**src/rtl/j1_io_pkg.sv**
```systemverilog
// Shared J1 I/O bus definitions: UART register addresses, STAT bit positions
// and the RX state type.
package j1_io_pkg;

  localparam logic [15:0] IO_UART_DATA = 16'h4030;
  localparam logic [15:0] IO_UART_STAT = 16'h4032;

  localparam int unsigned STAT_TX_BUSY    = 0;
  localparam int unsigned STAT_RX_VALID   = 1;
  localparam int unsigned STAT_RX_OVERRUN = 2;
  localparam int unsigned STAT_FRAME_ERR  = 3;

  typedef enum logic [1:0] {
    RX_IDLE,
    RX_START,
    RX_DATA,
    RX_STOP
  } rx_state_t;

endpackage

```
**src/rtl/uart_rx.sv**
```systemverilog
// UART receiver: 2-flop synchroniser, start/data/stop FSM, framing check.
// Emits one-cycle rx_stb (good byte) or rx_ferr (bad stop bit).
module uart_rx
  import j1_io_pkg::*;
#(
  parameter int unsigned DIV = 208
) (
  input  logic       clk,
  input  logic       reset,
  input  logic       rxd,
  output logic [7:0] rx_data,
  output logic       rx_stb,
  output logic       rx_ferr
);

  localparam int unsigned CW = $clog2(DIV);
  localparam logic [CW-1:0] BIT_LAST  = CW'(DIV - 1);
  localparam logic [CW-1:0] HALF_LAST = CW'(DIV / 2 - 1);

  rx_state_t     state, state_n;
  logic [CW-1:0] cnt, cnt_n;
  logic [2:0]    bit_idx, bit_idx_n;
  logic [7:0]    sh, sh_n;
  logic          sync1, sync2, prev;
  logic          fall;

  always_ff @(posedge clk) begin
    if (reset) begin
      sync1   <= 1'b1;
      sync2   <= 1'b1;
      prev    <= 1'b1;
      state   <= RX_IDLE;
      cnt     <= '0;
      bit_idx <= '0;
      sh      <= '0;
    end else begin
      sync1   <= rxd;
      sync2   <= sync1;
      prev    <= sync2;
      state   <= state_n;
      cnt     <= cnt_n;
      bit_idx <= bit_idx_n;
      sh      <= sh_n;
    end
  end

  assign fall = prev & ~sync2;

  always_comb begin
    state_n   = state;
    cnt_n     = cnt + 1'b1;
    bit_idx_n = bit_idx;
    sh_n      = sh;
    rx_stb    = 1'b0;
    rx_ferr   = 1'b0;
    case (state)
      RX_IDLE: begin
        cnt_n = '0;
        if (fall) state_n = RX_START;
      end
      RX_START: begin
        // A line that is high again at mid-bit was a glitch, not a start bit.
        if (cnt == HALF_LAST) begin
          cnt_n     = '0;
          bit_idx_n = '0;
          state_n   = sync2 ? RX_IDLE : RX_DATA;
        end
      end
      RX_DATA: begin
        if (cnt == BIT_LAST) begin
          cnt_n = '0;
          sh_n  = {sync2, sh[7:1]};
          if (bit_idx == 3'd7) state_n = RX_STOP;
          else bit_idx_n = bit_idx + 1'b1;
        end
      end
      RX_STOP: begin
        if (cnt == BIT_LAST) begin
          cnt_n   = '0;
          state_n = RX_IDLE;
          rx_stb  = sync2;
          rx_ferr = ~sync2;
        end
      end
      default: state_n = RX_IDLE;
    endcase
  end

  assign rx_data = sh;

endmodule

```
**src/rtl/uart_io.sv**
```systemverilog
// Memory-mapped UART on the J1 I/O bus: DATA/STAT registers, TX shifter, RX holding.
// Define UART_IO_RX_FIFO_EN for a 4-entry RX FIFO instead of a single holding register.
module uart_io
  import j1_io_pkg::*;
#(
  parameter int unsigned CLK_FREQ = 24_000_000,
  parameter int unsigned BAUD     = 115200,
  parameter int unsigned DIV      = CLK_FREQ / BAUD
) (
  input  logic        clk,
  input  logic        reset,
  input  logic        io_rd,
  input  logic        io_wr,
  input  logic [15:0] io_addr,
  input  logic [15:0] io_dout,
  output logic [15:0] io_din,
  output logic        uart_txd,
  input  logic        uart_rxd
);

  localparam int unsigned CW = $clog2(DIV);
  localparam logic [CW-1:0] BIT_LAST = CW'(DIV - 1);

  logic data_sel, stat_sel, rd_data, rd_stat;
  logic unused_hi;

  assign data_sel  = (io_addr == IO_UART_DATA);
  assign stat_sel  = (io_addr == IO_UART_STAT);
  assign rd_data   = io_rd & data_sel;
  assign rd_stat   = io_rd & stat_sel;
  assign unused_hi = ^io_dout[15:8];

  // TX: frame is {stop, data, start}, shifted out LSB first.
  logic [9:0]    tx_sh;
  logic [CW-1:0] tx_cnt;
  logic [3:0]    tx_bit;
  logic          tx_busy, tx_last, tx_load;

  // Accepting on the final stop-bit cycle gives gapless back-to-back frames.
  assign tx_last = tx_busy && (tx_cnt == BIT_LAST) && (tx_bit == 4'd9);
  assign tx_load = io_wr && data_sel && (!tx_busy || tx_last);

  always_ff @(posedge clk) begin
    if (reset) begin
      tx_busy <= 1'b0;
      tx_sh   <= '1;
      tx_cnt  <= '0;
      tx_bit  <= '0;
    end else if (tx_load) begin
      tx_busy <= 1'b1;
      tx_sh   <= {1'b1, io_dout[7:0], 1'b0};
      tx_cnt  <= '0;
      tx_bit  <= '0;
    end else if (tx_busy) begin
      if (tx_cnt == BIT_LAST) begin
        tx_cnt <= '0;
        tx_sh  <= {1'b1, tx_sh[9:1]};
        if (tx_bit == 4'd9) tx_busy <= 1'b0;
        else tx_bit <= tx_bit + 1'b1;
      end else begin
        tx_cnt <= tx_cnt + 1'b1;
      end
    end
  end

  assign uart_txd = tx_busy ? tx_sh[0] : 1'b1;

  logic [7:0] rx_byte;
  logic       rx_stb, rx_ferr;

  uart_rx #(.DIV(DIV)) u_rx (
    .clk     (clk),
    .reset   (reset),
    .rxd     (uart_rxd),
    .rx_data (rx_byte),
    .rx_stb  (rx_stb),
    .rx_ferr (rx_ferr)
  );

  logic       rx_valid, pop, ovr_ev;
  logic [7:0] rx_head;

  assign pop = rd_data & rx_valid;

`ifdef UART_IO_RX_FIFO_EN
  logic [7:0] fifo [4];
  logic [1:0] wp, rp;
  logic [2:0] fcnt;
  logic       full, push_ok;

  assign full    = (fcnt == 3'd4);
  assign push_ok = rx_stb && (!full || pop);
  assign ovr_ev  = rx_stb && full && !pop;

  always_ff @(posedge clk) begin
    if (reset) begin
      wp   <= '0;
      rp   <= '0;
      fcnt <= '0;
    end else begin
      if (push_ok) wp <= wp + 1'b1;
      if (pop) rp <= rp + 1'b1;
      case ({push_ok, pop})
        2'b10:   fcnt <= fcnt + 1'b1;
        2'b01:   fcnt <= fcnt - 1'b1;
        default: fcnt <= fcnt;
      endcase
    end
  end

  always_ff @(posedge clk) begin
    if (push_ok) fifo[wp] <= rx_byte;
  end

  assign rx_valid = (fcnt != 3'd0);
  assign rx_head  = fifo[rp];
`else
  logic [7:0] hold;
  logic       hold_v;

  assign ovr_ev = rx_stb && hold_v && !pop;

  always_ff @(posedge clk) begin
    if (reset) begin
      hold   <= '0;
      hold_v <= 1'b0;
    end else if (rx_stb && (!hold_v || pop)) begin
      hold   <= rx_byte;
      hold_v <= 1'b1;
    end else if (pop) begin
      hold_v <= 1'b0;
    end
  end

  assign rx_valid = hold_v;
  assign rx_head  = hold;
`endif

  // A new event in the same cycle as a STAT read stays pending.
  logic rx_overrun, frame_err;

  always_ff @(posedge clk) begin
    if (reset) begin
      rx_overrun <= 1'b0;
      frame_err  <= 1'b0;
    end else begin
      rx_overrun <= ovr_ev  | (rx_overrun & ~rd_stat);
      frame_err  <= rx_ferr | (frame_err  & ~rd_stat);
    end
  end

  always_comb begin
    io_din = '0;
    if (rd_data && rx_valid) begin
      io_din[7:0] = rx_head;
    end else if (rd_stat) begin
      io_din[STAT_TX_BUSY]    = tx_busy;
      io_din[STAT_RX_VALID]   = rx_valid;
      io_din[STAT_RX_OVERRUN] = rx_overrun;
      io_din[STAT_FRAME_ERR]  = frame_err;
    end
  end

endmodule

```
**config.mk**
```make
export PLATFORM = sky130hd
export DESIGN_NAME = uart_io
export DESIGN_NICKNAME = d
export VERILOG_FILES = /design/src/rtl/j1_io_pkg.sv /design/src/rtl/uart_rx.sv /design/src/rtl/uart_io.sv
export SDC_FILE = /design/constraint.sdc
export NUM_CORES = 1
export LEC_CHECK = 0
export BUFFER_PORTS_ARGS = -buffer_cell sky130_fd_sc_hd__buf_2
export CORE_AREA = 2 2 74 76
export DETAILED_ROUTE_END_ITERATION = 16
export DIE_AREA = 0 0 76 78
export HOLD_SLACK_MARGIN = 0.15
export PLACE_DENSITY = 0.74
export SYNTH_ARGS = -nofsm -noshare
export SYNTH_HDL_FRONTEND = slang
export SYNTH_SLANG_ARGS = --single-unit
```
**constraint.sdc**
```tcl
create_clock -name clk -period 2.6 [get_ports clk]
set_input_delay 0.39 -clock clk [delete_from_list [all_inputs] [get_ports clk]]
set_output_delay 0.39 -clock clk [all_outputs]
set_load 0.01 [all_outputs]
```
# After elaboration in Yosys (flattened, before gate mapping)
# Cells that the tools add are included.
# W data, S select, Z words.
# classes
n_eq_ne	16
bitwise_logic	11
addsub	4
reduce_logical	25
n_mux	32
# ops
cell	n
$eq A16 B15 Y1 const B	2
$mux W9	3
$mux W8	3
$pmux W8 S3	1
$add A8 B1 Y8 const B	2
$eq A8 B8 Y1 const B	2
$mux W2	6
$mux W4	3
$mux W1	11
$ne A2 B1 Y1 const B	5
$mux W3	3
$eq A8 B7 Y1 const B	1
$logic_and A1 B1 Y1	8
$pmux W2 S4	1
$reduce_bool A2 Y1	4
$and A1 B1 Y1	6
$pmux W3 S2	1
$reduce_and A5 Y1	1
$add A4 B1 Y4 const B	1
$eq A2 B2 Y1 const B	2
$eq A4 B4 Y1 const B	1
$reduce_and A2 Y1	2
$reduce_and A4 Y1	1
$reduce_or A2 Y1	2
10 further kinds	16
# word_totals
output_inout_bits	17
register_bits	57
elab_cells	103

# Longest topological paths before layout
# Gate-level depths: netlist of the first run.
# depth
depth_word	7
ltp_mapped	8
mapped_depth_nobuf	7

# By module
# A second synthesis of the first run with hierarchy kept.
# hier_totals
cells_unflattened	302
hier_area_um2	2717.6
# by_module_without_submodules
mod	instances	area_each_um2	seq_area_each_um2	cells_each
uart_io	1	1711.6	660.6	193
uart_rx	1	1006.0	480.5	109

# Least setup slack after synthesis of the first run
# OpenSTA, ideal clock, no wires.
# synth_path
path_kind	input to output
startpoint	input port io_addr[0]
endpoint	output port io_din[0]
path_slack_ns	0.143
t_required_ns	2.210
arrival_time_ns	2.067
cell_stages	4
cell_sequence	or4_4 or4_4 or2_4 o21ai_0
# synth_via
elab_chain_len	4
word_cells_on_any_way	7
# synth_lines
item	line	source
from (decl)	uart_io.sv:14	input logic [15:0] io_addr,
$eq A16 B15 Y1, on equally long branches	uart_io.sv:28, uart_io.sv:27	
$and A1 B1 Y1, on equally long branches	uart_io.sv:30, uart_io.sv:29	
$mux W4 or $logic_and A1 B1 Y1 (tied branches)	uart_io.sv:156, uart_io.sv:154	
$mux W4 *	uart_io.sv:154	if (rd_data && rx_valid) begin
to (decl)	uart_io.sv:16	output logic [15:0] io_din,
# Every way passes the cells marked *; elsewhere a longest branch is shown, timed or not.

# Final worst setup path of the first run
# layout_path
startpoint	input port io_addr[13]
endpoint	output port io_din[4]
# layout_via
elab_chain_len	4
# layout_lines
item	line	source
$eq A16 B15 Y1	uart_io.sv:27	assign data_sel = (io_addr == IO_UART_DATA);
$and A1 B1 Y1	uart_io.sv:29	assign rd_data = io_rd & data_sel;
$logic_and A1 B1 Y1	uart_io.sv:154	
$mux W4	uart_io.sv:154	
# Every way passes these cells.

==> metrics.csv, run 1 <==
stage,metric,value,unit
outcome,status,"finished, final reports clean",
critical_path,cp_max_fo,4,
cells_and_area,drive_gt1_share,21.6,%
cells_and_area,multiInputGateArea,0.00142,mm^2
floorplan,rows,26,
place,portBuffers,37,
synth,synth-edff-count,0,
sta,setup_tns,0,ns
place,globalplace.congestion,0.796,
clock_tree,clk_pin_slew_worst_paths,0.06,ns
clock_tree,hold_buffers,0,
cells_and_area,utilization,62.0,%
synth,synth-adder-area-share,2.82,%
clock_tree,numCtsBuffers,9,
critical_path,crit_top_cell,buf_6,
clock_tree,cts_root_buf,clkbuf_8,
global_routing,grt_max_degree,31,
min_path,hp-class,in -> reg,
job,max-cap-violations,0,
synth,synth.distinct_cells,44,
critical_path,cp-end-kind,output pin,
cells_and_area,layout_commonest_cell,dfxtp_1,
sta,worst_pin_slew,0.658,ns
synth,avgSynthCellArea,8.99,um^2
global_routing,grt-ovfl-total,0,
global_routing,grt_usage,19.2,%
detailed_routing,ant_nets,0,
sta,fmax,0.389,GHz
floorplan,chipWidth,76,um
synth,syn_area,0.00266,mm^2
detailed_routing,drc,0,
power,leakage,1.29,nW
sta,setup_viol,0,
cells_and_area,nets,382,
sta,min_period,2.57,ns
critical_path,cp-start-kind,input pin,
cells_and_area,syn2layout_area_growth,17.4,%
place,dp.cells,397,
clock_tree,insertion_delay,0.33,ns
cells_and_area,n_fill_cell,428,
sta,finalHoldViolCount,0,
clock_tree,htree_num_levels,3,
detailed_routing,wl_per_cell,12.5,um
detailed_routing,wl,5140,um
floorplan,fp.dieH,78,um
synth,synth-xor-area-share,4.94,%
cells_and_area,stdcell_count,412,
floorplan,fp.dieArea,0.00593,mm^2
cells_and_area,mostFrequentLayoutCells,"57 x dfxtp_1, 52 x nor2_1, 31 x buf_2",
synth,syn_inst,296,
detailed_routing,drt_iter0_drc,100,
floorplan,core_area,0.00504,mm^2
detailed_routing,vias,2148,
critical_path,worstSetupPathType,in -> out,
synth,synth_warnings,0,
cells_and_area,diodes,0,
critical_path,cp_slowest_stage_delay,0.59,ns
detailed_routing,viasPerCell,5.21,
clock_tree,numClockSinks,57,
clock_tree,cts_buffer_depth,2,
global_routing,antenna_found_initial,0,
synth,synth_mux_area_share,9.78,%
sta,skew,0.00495,ns
power,ir_worst_vdd,395,uV
place,hpwlAfterDp,3520,um
sta,relSlewSlack,56.1,%
synth,yosys.area_share.simple,25.5,%
critical_path,cp_data_arrival_time,2.18,ns
clock_tree,cts_tree,yes,
floorplan,initial_core_util,52.8,%
synth,synth_ff_type,dfxtp_1,
sta,rsz0062_at_grt,yes,
synth,synth_top_family_by_area,simple AND/OR/NAND/NOR gates,
cells_and_area,seq_area,0.00114,mm^2
synth,yosysSeqAreaShare,42.9,%
critical_path,slowest_stage,or4_4,
global_routing,grt_pass1_vias,2080,
global_routing,grt_pass1_wl,9030,um
sta,layout_worst_path_cycle_share,99.0,%
sta,slew_violations,0,
critical_path,worstPathRequired,2.21,ns
synth,synth_seq_cells,57,
power,p_per_area,525,mW/mm^2
synth,async_flop_share,0,%
synth,synth_compound_area_share,8.60,%
critical_path,worstPathCellList,buf_6 -> or4b_4 -> or4_4 -> nor3_4 -> buf_6 -> and2_4 -> buf_6,
detailed_routing,dr.pass1.iters,5,
floorplan,io_pins,54,
[layout make-up]
| class | instances | area share (%) |
|---|---|---|
| Multi-Input combinational cell | 219 | 45.5 |
| Inverter | 7 | 0.841 |
| Sequential cell | 57 | 36.5 |
| Timing Repair Buffer | 45 | 9.17 |
| Clock buffer | 14 | 5.20 |
| Tap cell | 70 | 2.80 |
[logic make-up after synthesis]
group,after synthesis
compound gates,32
xor+xnor,15
fa+ha+maj,6
buf+inv,27
flops,57
mux,26
other cells,1
simple gates,132
[state kept, by name, indices dropped and copies added (netlist names), named ones only]
name and cells:
u_rx.cnt 8, tx_bit 4, tx_cnt 8, u_rx.bit_idx 3
u_rx.sync2 1, hold 8, u_rx.sync1 1, hold_v 1
frame_err 1, u_rx.rx_data 8, u_rx.state 1, rx_overrun 1
u_rx.prev 1, tx_busy 1, tx_sh 9
[synth_stat cells (4+ instances only)]
master    number  area share (%)
and2_1         4            0.94
a21oi_1        7             1.3
a22oi_1        9             2.5
xor2_1         6             2.0
nand4_1        4            0.94
nand3_1        7             1.3
mux2i_1       26             9.8
clkbuf_1       9             1.3
nor2_1        53             7.5
dfxtp_1       57              43
o21ai_0        5            0.94
buf_4          8             2.3
nor3_1         4            0.75
nand2_1       29             4.1
xnor2_1        9             3.0
ha_1           6             2.8
inv_1          7            0.99
[repair_timing]
action                     CTS  global route
setup endpoints to repair    3             7
buffers inserted             1             0
pin swaps                    7             2
gates resized for setup     12             2
[worst paths after layout]
check	from	cells after the start	slack, ns	end
setup reg to reg	u_rx.cnt[0]$_SDFF_PP0_	6	0.48	hold[6]$_SDFFE_PP0P_
setup / recovery	io_addr[13]	7	0.03	io_din[4]
hold / removal	uart_rxd	2	0.24	u_rx.sync1$_SDFF_PP1_
hold reg to reg	u_rx.sync1$_SDFF_PP1_	1	0.41	u_rx.sync2$_SDFF_PP1_
[report_power, final]
part / leakage [nW] / switching, mW / internal, mW
Combinational: 0.749 / 0.0358 / 0.0261
Clock: 0.0826 / 0.310 / 0.388
Sequential: 0.460 / 0.00354 / 0.877
Total: 1.29 / 0.349 / 1.29
[critical path, delay by kind of cell]
family        cells  cell delay (ns)
buf+inv           3             0.34
simple gates      4             1.45
[metrics by stage]
stage | cell area (um^2) | hold WS (ns) | worst slack, ns | total power [mW]
floorplan | 2690 | 0.389 | 0.143 | 0.938
finish | 3130 | 0.238 | 0.0264 | 1.64
global placement | 2900 | 0.393 | -0.0592 | 0.957
CTS | 3120 | 0.232 | -0.0130 | 1.65
detailed placement | 2900 | 0.394 | -0.0440 | 0.958
global route | 3130 | 0.237 | -0.0274 | 1.71
[per-layer routing]
metal | routed length [um] | GRT usage, %
met4 | 170 | 10.9
met2 | 2220 | 30.3
met1 | 2490 | 23.5
met5 | 0 | 0
met3 | 254 | 5.81
Note: power is estimated with default switching activity, not from simulation.
==> run 2: changes to the inputs <==
--- a/config.mk
+++ b/config.mk
@@ -9,2 +9,3 @@
 export CORE_AREA = 2 2 74 76
+export CTS_BUF_LIST = sky130_fd_sc_hd__clkbuf_16
 export DETAILED_ROUTE_END_ITERATION = 16
--- a/constraint.sdc
+++ b/constraint.sdc
@@ -3,2 +3,2 @@
 set_output_delay 0.39 -clock clk [all_outputs]
-set_load 0.01 [all_outputs]
+set_load 0.1 [all_outputs]
==> run 2 against run 1 <==
Compared with the run above: the run now ends with setup timing left; register-to-register slack got worse by 0.03 ns; core utilization rose by 5.6 points; critical endpoint is now io_din[0]; clock-buffer cell count fell by 5; setup slack got worse by 0.052 ns; clock skew fell by 0.00054 ns; critical path type unchanged; highest routed layer unchanged; largest power group is now clock; final cell count rose by 0.97%; clock power rose by 56%; via count rose by 2.2%; critical path depth fell by 1; global-route usage rose by 2.1 points.
==> metrics.csv, run 2 (synthesized netlist as in run 1, its figures left out) <==
stage,metric,value,unit,change
power,leakage,1.42,nW,was 1.29 nW
detailed_routing,ant_nets,0,,unchanged
detailed_routing,wl_met2,3000,um,was 2220 um
power,p_per_area,613,mW/mm^2,was 525 mW/mm^2
critical_path,cp-start-kind,input pin,,unchanged
sta,rsz0062_at_grt,yes,,unchanged
sta,relSlewSlack,56.4,%,was 56.1%
detailed_routing,drc,0,,unchanged
critical_path,setup.worst_path.start,io_addr[15],,was io_addr[13]
sta,slew_violations,0,,unchanged
floorplan,chipWidth,76,um,unchanged
sta,min_period,2.63,ns,was 2.57 ns
clock_tree,numClockSinks,57,,unchanged
detailed_routing,dr_wl_met3,178,um,was 254 um
cells_and_area,stdcell_count,416,,was 412
critical_path,cp_max_fo,4,,unchanged
cells_and_area,diodes,0,,unchanged
sta,skew,0.00442,ns,was 0.00495 ns
outcome,violations,setup timing,,
sta,fmax,0.381,GHz,was 0.389 GHz
clock_tree,numCtsBuffers,9,,unchanged
floorplan,io_pins,54,,unchanged
global_routing,grt_pass1_vias,2223,,"was 2,080"
floorplan,fp.dieH,78,um,unchanged
detailed_routing,dr.pass1.iters,4,,was 5
sta,finalHoldViolCount,0,,unchanged
cells_and_area,mostFrequentLayoutCells,"57 x dfxtp_1, 52 x nor2_1, 28 x nand2_1",,"was 57 x dfxtp_1, 52 x nor2_1, 31 x buf_2"
cells_and_area,largest_reg_flops,9,,unchanged
critical_path,reg2reg_depth,6,,unchanged
critical_path,r2r_start,u_rx.cnt[0]$_SDFF_PP0_,,unchanged
power,ir_worst_vdd,489,uV,was 395 uV
place,dp.cells,401,,was 397
floorplan,rows,26,,unchanged
critical_path,worstPathRequired,2.21,ns,about the same
global_routing,grt_pass1_wl,9960,um,was 9030 um
cells_and_area,layout_commonest_cell,dfxtp_1,,unchanged
critical_path,worstSetupPathType,in -> out,,unchanged
place,hpwlAfterDp,4010,um,was 3520 um
cells_and_area,regMostFlops,tx_sh,,unchanged
global_routing,antenna_found_initial,0,,unchanged
cells_and_area,syn2layout_area_growth,28.0,%,was 17.4%
detailed_routing,wl_met1,2560,um,was 2490 um
place,portBuffers,37,,unchanged
critical_path,r2r_slack,0.45,ns,was 0.48 ns
clock_tree,htree_num_levels,3,,unchanged
clock_tree,clk_pin_slew_worst_paths,0.05,ns,was 0.06 ns
clock_tree,cts_tree,yes,,unchanged
critical_path,cp_data_arrival_time,2.24,ns,was 2.18 ns
global_routing,grt-ovfl-total,0,,unchanged
global_routing,grt_max_degree,30,,was 31
min_path,worstHoldPathCells,2,,unchanged
clock_tree,insertion_delay,0.32,ns,was 0.33 ns
cells_and_area,nets,386,,was 382
cells_and_area,utilization,67.5,%,was 62.0%
critical_path,cp-end-kind,output pin,,unchanged
floorplan,initial_core_util,52.8,%,unchanged
detailed_routing,top_layer,met4,,unchanged
min_path,hp-class,in -> reg,,unchanged
sta,setup_viol,7,,was 0
sta,setup_tns,-0.110,ns,was 0 ns
floorplan,fp.dieArea,0.00593,mm^2,unchanged
detailed_routing,viasPerCell,5.28,,was 5.21
clock_tree,cts_buffer_depth,2,,unchanged
detailed_routing,wl,5870,um,was 5140 um
critical_path,crit_path_end,io_din[0],,was io_din[4]
outcome,status,"complete, but fails checks",,"was finished, final reports clean"
detailed_routing,drt_iter0_drc,106,,was 100
sta,worst_pin_slew,0.653,ns,was 0.658 ns
sta,worst_slack,-0.0252,ns,was 0.0264 ns
place,globalplace.congestion,0.785,,was 0.796
floorplan,core_area,0.00504,mm^2,unchanged
sta,layout_worst_path_cycle_share,101,%,was 99.0%
global_routing,grt_usage,21.3,%,was 19.2%
detailed_routing,wl_per_cell,14.1,um,was 12.5 um
cells_and_area,drive_gt1_share,24.0,%,was 21.6%
job,max-cap-violations,0,,unchanged
critical_path,r2r_end,hold[6]$_SDFFE_PP0P_,,unchanged
clock_tree,cts_root_buf,clkbuf_16,,was clkbuf_8
detailed_routing,vias,2196,,"was 2,148"
run 2: changes by cell type in the layout (fill, tap and decap cells not counted), moves of 2 or more:
cell       change
buf_2          -5
clkbuf_8      -11
a22o_4         +2
a22o_1         -2
buf_4          +4
clkbuf_16      +9
clkbuf_1       -3
buf_6          -3
buf_12         +8
run 2: stage by stage:
step / hold slack, ns / worst slack, ns / power [mW] / instance area, um^2
2_1_floorplan: 0.389 / -0.151 / 0.983 / 2730
3_3_place_gp: 0.392 / -0.0847 / 1.00 / 3090
3_5_place_dp: 0.399 / -0.0920 / 1.01 / 3090
4_1_cts: 0.251 / -0.0831 / 2.10 / 3390
5_1_grt: 0.255 / -0.0693 / 2.16 / 3410
6_report: 0.257 / -0.0252 / 2.09 / 3410
run 2: worst min path at each step:
stage,startpoint,to,slack [ns]
after floorplan,u_rx.sync1$_SDFF_PP1_,u_rx.sync2$_SDFF_PP1_,0.39
after global placement,u_rx.sync1$_SDFF_PP1_,u_rx.sync2$_SDFF_PP1_,0.39
after detailed placement,u_rx.sync1$_SDFF_PP1_,u_rx.sync2$_SDFF_PP1_,0.40
after CTS,uart_rxd,u_rx.sync1$_SDFF_PP1_,0.25
after global routing,uart_rxd,u_rx.sync1$_SDFF_PP1_,0.26
final,uart_rxd,u_rx.sync1$_SDFF_PP1_,0.26
run 2: critical path: stages:
cell     delay, ns
buf_6         0.09
or4b_4        0.52
or4_4         0.59
or2_4         0.27
o21ai_4       0.17
buf_12        0.20
run 2: cell type report:
| cell class | count | area, um^2 |
|---|---|---|
| Clock buffer | 9 | 225 |
| Clock inverter | 5 | 50.0 |
| Fill cell | 397 | 1640 |
| Timing Repair Buffer | 49 | 418 |
| Sequential cell | 57 | 1140 |
| Tap cell | 70 | 87.6 |
| Multi-Input combinational cell | 219 | 1460 |
| Inverter | 7 | 26.3 |
run 2: where the power goes:
part	switching, mW	internal [mW]	total, mW	leakage (nW)
Clock	0.374	0.719	1.09	0.136
Combinational	0.0818	0.0290	0.111	0.824
Sequential	0.00420	0.879	0.883	0.460
Total	0.460	1.63	2.09	1.42
run 2: what timing repair did:
item / CTS / global route
buffers inserted: 1 / 0
pin swaps: 9 / 3
hold buffers: 0 / 0
resized for setup: 5 / 2
setup endpoints to repair: 7 / 7
run 2: per-layer routing:
metal,up-vias,global-route usage (%)
met5,-,0
met4,0,10.0
met3,13,5.12
met2,44,37.2
met1,1042,24.6
li1,1097,-
